File: src/rtl/demux4_fifo.sv
// rtl/demux4_fifo.sv - 1-to-4 stream demultiplexer with an independent FIFO per output channel.
// Head data is combinational from the FIFO; an empty channel keeps showing its last head.
module demux4_fifo #(
    parameter int W     = 2,
    parameter int DEPTH = 2
) (
    input  logic         clk,
    input  logic         rst,
    input  logic         in_valid,
    output logic         in_ready,
    input  logic [1:0]   in_sel,
    input  logic [W-1:0] in_data,
    output logic [3:0]   out_valid,
    input  logic [3:0]   out_ready,
    output logic [W-1:0] out_data0,
    output logic [W-1:0] out_data1,
    output logic [W-1:0] out_data2,
    output logic [W-1:0] out_data3,
    output logic [7:0]   xfer_cnt
);
    localparam int AW = $clog2(DEPTH);
    localparam logic [AW:0]   C_FULL  = (AW+1)'(DEPTH);
    localparam logic [AW:0]   C_ONE   = (AW+1)'(1);
    localparam logic [AW-1:0] C_PSTEP = AW'(1);

    logic [3:0]   w_full;
    logic [3:0]   w_push;
    logic [3:0]   w_pop;
    logic [W-1:0] w_head [4];
    logic [7:0]   r_xfer;

    // A full channel never accepts, even when it pops this cycle.
    assign in_ready = !w_full[in_sel];

    for (genvar g = 0; g < 4; g++) begin : g_ch
        logic [W-1:0]  r_mem [DEPTH];
        logic [AW-1:0] r_wptr;
        logic [AW-1:0] r_rptr;
        logic [AW:0]   r_cnt;
        logic [W-1:0]  r_last;

        assign w_full[g]    = (r_cnt == C_FULL);
        assign out_valid[g] = (r_cnt != '0);
        assign w_push[g]    = in_valid && in_ready && (in_sel == 2'(g));
        assign w_pop[g]     = out_valid[g] && out_ready[g];
        assign w_head[g]    = out_valid[g] ? r_mem[r_rptr] : r_last;

        always_ff @(posedge clk or posedge rst) begin
            if (rst) begin
                r_wptr <= '0;
                r_rptr <= '0;
                r_cnt  <= '0;
                r_last <= '0;
            end else begin
                if (w_push[g]) r_wptr <= r_wptr + C_PSTEP;
                if (w_pop[g])  r_rptr <= r_rptr + C_PSTEP;
                if (w_push[g] && !w_pop[g])
                    r_cnt <= r_cnt + C_ONE;
                else if (!w_push[g] && w_pop[g])
                    r_cnt <= r_cnt - C_ONE;
                // Remember the visible head so it stays on the port once drained.
                if (out_valid[g]) r_last <= r_mem[r_rptr];
            end
        end

        always_ff @(posedge clk) begin
            if (w_push[g]) r_mem[r_wptr] <= in_data;
        end
    end

    always_ff @(posedge clk or posedge rst) begin
        if (rst)
            r_xfer <= '0;
        else if (in_valid && in_ready)
            r_xfer <= r_xfer + 8'd1;
    end

    assign xfer_cnt  = r_xfer;
    assign out_data0 = w_head[0];
    assign out_data1 = w_head[1];
    assign out_data2 = w_head[2];
    assign out_data3 = w_head[3];
endmodule

File: config.mk
export PLATFORM = sky130hd
export DESIGN_NAME = demux4_fifo
export DESIGN_NICKNAME = d
export VERILOG_FILES = /design/src/rtl/demux4_fifo.sv
export SDC_FILE = /design/constraint.sdc
export NUM_CORES = 1
export LEC_CHECK = 0
export ABC_AREA = 1
export BUFFER_PORTS_ARGS = -buffer_cell sky130_fd_sc_hd__buf_2
export CAP_MARGIN = 20
export CORE_MARGIN = 2
export CORE_UTILIZATION = 40
export DETAILED_ROUTE_END_ITERATION = 8
export GPL_ROUTABILITY_DRIVEN = 0
export HOLD_SLACK_MARGIN = 0.1
export MAX_ROUTING_LAYER = met4
export PLACE_DENSITY = 0.55
export SYNTH_ARGS = -nofsm -noshare
export SYNTH_HDL_FRONTEND = slang
export SYNTH_SLANG_ARGS = --single-unit
File: constraint.sdc
create_clock -name clk -period 2.25 [get_ports clk]
set_clock_uncertainty 0.2 [all_clocks]
set_input_delay 0.225 -clock clk [delete_from_list [all_inputs] [get_ports clk]]
set_output_delay 0.225 -clock clk [all_outputs]
set_load 0.03 [all_outputs]
==> Word-level counts from Yosys, hierarchy flattened <==
Memory sizes are Yosys's and may differ from the RTL's.
Cells that the tools add are included.
{ "word_totals": {"reg_bits": 32, "latch_bits": 0, "ramBits": 16, "mem_bits_ro": 0, "output_inout_bits": 21, "elab_cells": 103, "mem_count": 4} }
{ "classes": {"n_addsub": 17, "mul": 0, "n_div": 0, "order_cmp": 1, "n_eq_ne": 7, "n_shift": 0, "mux": 22, "bitwise": 0, "n_reduce_logical": 35} }
{ "memory_table": {"columns": ["memory", "words", "width", "rd", "rd_ports_with_merged_regs", "write_ports", "line_no", "rtl"], "rows": [
  ["g_ch[0].r_mem", 2, 2, 1, 0, 1, "36", "logic [W-1:0] r_mem [DEPTH];"],
  ["g_ch[1].r_mem", 2, 2, 1, 0, 1, "36", null],
  ["g_ch[2].r_mem", 2, 2, 1, 0, 1, "36", null],
  ["g_ch[3].r_mem", 2, 2, 1, 0, 1, "36", null]
]} }
{ "ops": {"columns": ["operator", "count"], "rows": [
  ["$mux W2", 12],
  ["$logic_and A1 B1 Y1", 17],
  ["$reduce_bool A2 Y1", 8],
  ["$eq A2 B2 Y1 const B", 6],
  ["$logic_not A1 Y1", 9],
  ["$mux W1", 9],
  ["$add A1 B1 Y1 const B", 8],
  ["$add A2 B1 Y2 const B", 4],
  ["$add A8 B1 Y8 const B", 1],
  ["$sub A2 B1 Y2 const B", 4],
  ["$lt A2 B3 Y1 const B", 1],
  ["$bmux W1 S2", 1],
  ["$eq A2 B1 Y1 const B", 1],
  ["$logic_not A2 Y1", 1]
]} }

==> Logic depth before layout (Yosys ltp) <==
{ "logic_depth": {"word_depth": 10, "mapped_depth": 11, "depth_no_buf": 11} }

==> Worst setup path after synthesis <==
No wires, ideal clock.
{ "synth_timing": {"path_type": "flip-flop to flip-flop", "start": "register g_ch[1].r_cnt[1]", "end": "register g_ch[2].r_cnt[1]", "setup_ns": 0.131, "t_arrival_ns": 1.535, "required_time_ns": 1.919, "setup_slack_ns": 0.384, "stages_incl_launch_ff": 12, "path_buffers": 0, "period_less_slack_ns": 1.866, "cell_sequence": "dfrtp_1 -> inv_1 -> nor2_1 -> nand2_1 -> nand2_2 -> nor2_4 -> nand3_1 -> inv_1 -> ha_1 -> a21oi_1 -> o21ai_0 -> xor2_1"} }
{ "synth_between": {"elab_chain_len": 9} }
{ "synth_rtl": {"columns": ["element", "line_no", "rtl"], "rows": [
  ["start: declaration", "39", "logic [AW:0] r_cnt;"],
  ["start signal: assignment", "58", "r_cnt <= r_cnt + C_ONE;"],
  ["start signal: assignment", "60", "r_cnt <= r_cnt - C_ONE;"],
  ["$eq A2 B2 Y1 (*)", "42", "assign w_full[g] = (r_cnt == C_FULL);"],
  ["$bmux W1 S2 (*)", "33", "assign in_ready = !w_full[in_sel];"],
  ["$mux W1 (not written as such) (*)", "33", null],
  ["$logic_not A1 Y1 (*)", "33", null],
  ["$logic_and A1 B1 Y1 (*) (2 in series)", "44", "assign w_push[g] = in_valid && in_ready && (in_sel == 2'(g));"],
  ["via w_push[2]", "27", "logic [3:0] w_push;"],
  ["$logic_not A1 Y1", "59", "else if (!w_push[g] && w_pop[g])"],
  ["$logic_and A1 B1 Y1", "59", null],
  ["$reduce_bool A2 Y1 (no source line)", null, null],
  ["end signal: assignment", "58", null],
  ["end signal: assignment", "60", null],
  ["end: declaration", "39", null]
]} }
Mark *: on every way through the listed nets, which the timed path passes. The rest lies on a longest branch. The select of a mux whose other input is x is not followed.
A chain may end at the register's enable or synchronous reset.

==> Worst setup path after layout <==
{ "layout_timing": {"start": "register g_ch[2].r_cnt[1]", "end": "output port in_ready"} }
{ "layout_between": {"elab_chain_len": 4} }
{ "layout_rtl": {"columns": ["element", "line_no", "rtl"], "rows": [
  ["$eq A2 B2 Y1", "42", null],
  ["$bmux W1 S2", "33", null],
  ["$mux W1 (not written as such)", "33", null],
  ["$logic_not A1 Y1", "33", null],
  ["end: declaration", "10", "output logic in_ready,"]
]} }
No other way between the ends. The select of a mux whose other input is x is not followed.

==> impl_results.md <==
- Warning count from the yosys run: 0
- Clock Latency Late Sink: 300 ps
- Detailed-route via count: 1523
- Sequential fraction of design power: 38.9%
- Cell type with the largest total area after synthesis: sky130_fd_sc_hd__dfrtp_1
- Die area: 6020 sq um
- Startpoint of the worst register-to-register path: g_ch[2].r_cnt[1]$_DFFE_PP0P_
- Critical path startpoint: g_ch[2].r_cnt[1]$_DFFE_PP0P_
- Via count of the first global-routing pass: 1475
- Source of the worst hold timing path: in_valid
- Static Leak: 1.30 nW
- Main flop type after synthesis: sky130_fd_sc_hd__dfrtp_1
- Starting DRC count in detailed routing: 58
- Routed len/inst: 11.7 um
- Total power divided by cell area: 1350 nW/um^2
- DIE WIDTH: 77.6 um
- Share of synthesized area occupied by flip-flops and latches: 59.2%
- Antenna violation net count after detailed routing: 0
- Crit end category: output pin
- Slew HR: 71.0%
- Share of total power consumed by net switching: 42.6%
- Met3 WL post-DR: 177 um
- # clock sinks: 48
- Run status: finished clean
- M1 wire length: 1950 um
- Clock tree from TritonCTS: done
- Layout cell share with drive strength beyond 1: 21.1%
- Worst setup path class: flip-flop to output pin
- Wirelength, routed: 3930 um
- Number of enable flip-flop cells after synthesis: 16
- Setup slack, reg-to-reg: 280 ps
- Post-layout net count: 280
- Worst Path Required: 1820 ps
- HPWL reported at the end of detailed placement: 2700 um
- Leftover overflow at the end of global routing: 0
- Syn avg cell area: 9.89 sq um
- Core area: 5170 sq um
- Peak ir drop on the vdd network: 574 uV
- Clock root buffer master: sky130_fd_sc_hd__clkbuf_8
- Number of antenna violations at the first check in global routing: 0
- Number of distinct library cells after synthesis: 21
- Int Pwr: 2.06 mW
- Die extent in y: 77.6 um
- Ranking of synthesized cells by instance count: sky130_fd_sc_hd__nand2_1 (55), sky130_fd_sc_hd__dfrtp_1 (32), sky130_fd_sc_hd__inv_1 (30), sky130_fd_sc_hd__nor2_1 (22), sky130_fd_sc_hd__edfxtp_1 (16)
- Drt drc: 0
- P&R area growth vs syn: 22.5%
- Worst Reg-to-Reg Cells: 11
- Setup tns final: 0 ps
- Shortest clock period the worst path allows after layout: 1980 ps
- IO Pins: 32
- RR Endpoint: g_ch[1].r_cnt[1]$_DFFE_PP0P_
- Pin count of the biggest net entering global routing: 33
- Combinational share of power: 44.4%
- Count of inserted antenna diode cells: 0
- Number of buffers inserted during clock tree synthesis: 5
- Sw Pwr: 1.53 mW
- Initial core utilization: 41.9%
- Number of levels in the clock H-tree: 2
- Final-report hold violation count: 0
- Startpoint Class: flip-flop
- Top routing layer in use: met4
- Count of final setup violators: 0
- Setup repair after global routing missed its margin: no
- Avg Vias per Cell: 4.55
- Clock-pin slew reported for the worst setup and hold paths after clock tree synthesis: 90 ps
- Number of max-capacitance violations reported: 0
- Synthesized Nets: 235
- Port Buf Inserts: 31
- Wire length of the first global-routing pass: 6580 um
- Top fanout value on the critical path: 9
- Flops & latches, synth: 48
- Final Instance Area: 2650 sq um
- Maximum operating frequency: 0.506 GHz
- Most common cell in the synthesized netlist: sky130_fd_sc_hd__nand2_1
- Buffer levels on the longest clock path: 2
- Area share of the largest cell type after synthesis: 37.0%
- Part of the total power dissipated in the clock network: 16.7%
- Top area cells in the synthesized netlist: sky130_fd_sc_hd__dfrtp_1 (37%), sky130_fd_sc_hd__edfxtp_1 (22%), sky130_fd_sc_hd__nand2_1 (9.5%)
- Min-Delay Path Class: primary input to flip-flop
- Num rows: 26
- Instance count of the mapped netlist: 219
- Max Slew Vio Count: 0
- Pre-antenna DRT Iters: 4
- Proportion of synthesized flip-flops having asynchronous set or reset: 66.7%
- Transition at the pin with the smallest max-transition slack: 435 ps
- Placed Instance Area: 2390 sq um
- Met2 wirelength from detailed routing: 1740 um
- Summed instance area of the synthesized netlist: 2170 sq um
- Critical Path Sink: in_ready
- Worst Path Arrival: 1550 ps
- Total global routing track utilization: 14.4%
- Period utilization: 87.8%
==> routing by layer <==
layer	vias up	track usage, %
li1	788	-
met1	700	18.1
met2	29	22.2
met3	6	3.95
met4	0	5.36
met5	-	-
==> cells by family (layout without fill, tap and decap cells) <==
family	after synthesis	count (layout)	share of synthesized area, %
flops	48	48	59.2
compound gates	20	20	5.55
simple gates	96	96	18.8
buf+inv	33	79	6.70
xor+xnor	17	17	6.87
fa+ha+maj	5	5	2.89
==> final cells by class <==
type,count,area (sq um)
timing repair buffer,41,267
sequential,48,1280
inverter,30,113
multi-input combinational,138,800
clock inverter,3,37.5
tap,70,87.6
fill,479,2520
clock buffer,5,68.8
==> timing repair <==
item | CTS | global route
endpoints found under the setup margin | 0 | 5
buffers inserted | 0 | 1
endpoints found under the hold margin | 55 | 0
hold buffers | 9 | 0
gates resized for setup | 0 | 19
==> through the flow <==
stage | setup slack [ps] | power, mW | util (%) | hold slack, ps | std cells
after floorplan | 384 | 2.58 | - | 124 | 219
after global placement | 247 | 2.93 | 46.2 | 148 | 319
after detailed placement | 226 | 2.95 | 46.2 | 154 | 319
after CTS | 28.8 | 3.57 | 50.0 | 108 | 336
after global routing | 134 | 3.86 | 51.3 | 144 | 335
final | 275 | 3.59 | 51.3 | 139 | 335
==> how the worst min path moves through the flow <==
stage / slack [ps] / end / cells after the start
after detailed placement: 150 / xfer_cnt[0]$_DFFE_PP0P_ / 3
after floorplan: 120 / g_ch[0].r_mem[0][0]$_DFFE_PP_ / 0
final: 140 / xfer_cnt[7]$_DFFE_PP0P_ / 3
after global placement: 150 / xfer_cnt[0]$_DFFE_PP0P_ / 3
after CTS: 110 / xfer_cnt[7]$_DFFE_PP0P_ / 3
after global routing: 140 / xfer_cnt[7]$_DFFE_PP0P_ / 3
==> layout by cell type (no fill, tap or decap) <==
master	count
sky130_fd_sc_hd__nor2_1	20
sky130_fd_sc_hd__nand2_4	1
sky130_fd_sc_hd__buf_2	29
sky130_fd_sc_hd__o21ai_0	1
sky130_fd_sc_hd__inv_1	29
sky130_fd_sc_hd__nand2_1	54
sky130_fd_sc_hd__clkbuf_8	5
sky130_fd_sc_hd__nand3_2	4
sky130_fd_sc_hd__a21oi_1	3
sky130_fd_sc_hd__xnor2_1	10
sky130_fd_sc_hd__bufinv_16	1
sky130_fd_sc_hd__ha_1	3
sky130_fd_sc_hd__nand4_1	4
sky130_fd_sc_hd__ha_4	2
sky130_fd_sc_hd__nor2_2	2
sky130_fd_sc_hd__buf_6	1
sky130_fd_sc_hd__nand3b_1	2
sky130_fd_sc_hd__a21oi_2	2
sky130_fd_sc_hd__dfrtp_1	32
sky130_fd_sc_hd__nand2_2	2
sky130_fd_sc_hd__a31oi_1	7
sky130_fd_sc_hd__nand3_1	6
sky130_fd_sc_hd__dlygate4sd3_1	7
sky130_fd_sc_hd__edfxtp_1	16
sky130_fd_sc_hd__nor2_4	1
sky130_fd_sc_hd__xor2_1	7
sky130_fd_sc_hd__buf_4	2
sky130_fd_sc_hd__inv_2	1
sky130_fd_sc_hd__clkinv_1	2
sky130_fd_sc_hd__o21ai_2	3
sky130_fd_sc_hd__dlymetal6s4s_1	2
sky130_fd_sc_hd__o21ai_1	4
==> critical path: stages, from the launching register on <==
cell,delay [ps]
sky130_fd_sc_hd__dfrtp_1,370
sky130_fd_sc_hd__inv_1,90
sky130_fd_sc_hd__nor2_1,50
sky130_fd_sc_hd__nand2_1,80
sky130_fd_sc_hd__nand2_2,60
sky130_fd_sc_hd__nor2_4,220
sky130_fd_sc_hd__buf_6,180
sky130_fd_sc_hd__buf_2,200
==> power groups by stage <==
| stage | clock network, mW | registers, mW | logic, mW |
|---|---|---|---|
| CTS | 0.620 | 1.40 | 1.55 |
| global route | 0.655 | 1.44 | 1.77 |
| floorplan | 0 | 1.48 | 1.10 |
| detailed placement | 0 | 1.41 | 1.54 |
| global placement | 0 | 1.41 | 1.53 |
| finish | 0.600 | 1.40 | 1.59 |
==> registers in the layout, indices dropped and copies added, names as in the netlist <==
signal	count
g_ch.r_last	8
g_ch.r_wptr	4
xfer_cnt	8
g_ch.r_mem	16
g_ch.r_rptr	4
g_ch.r_cnt	8
Note: power is estimated with default switching activity, not from simulation.
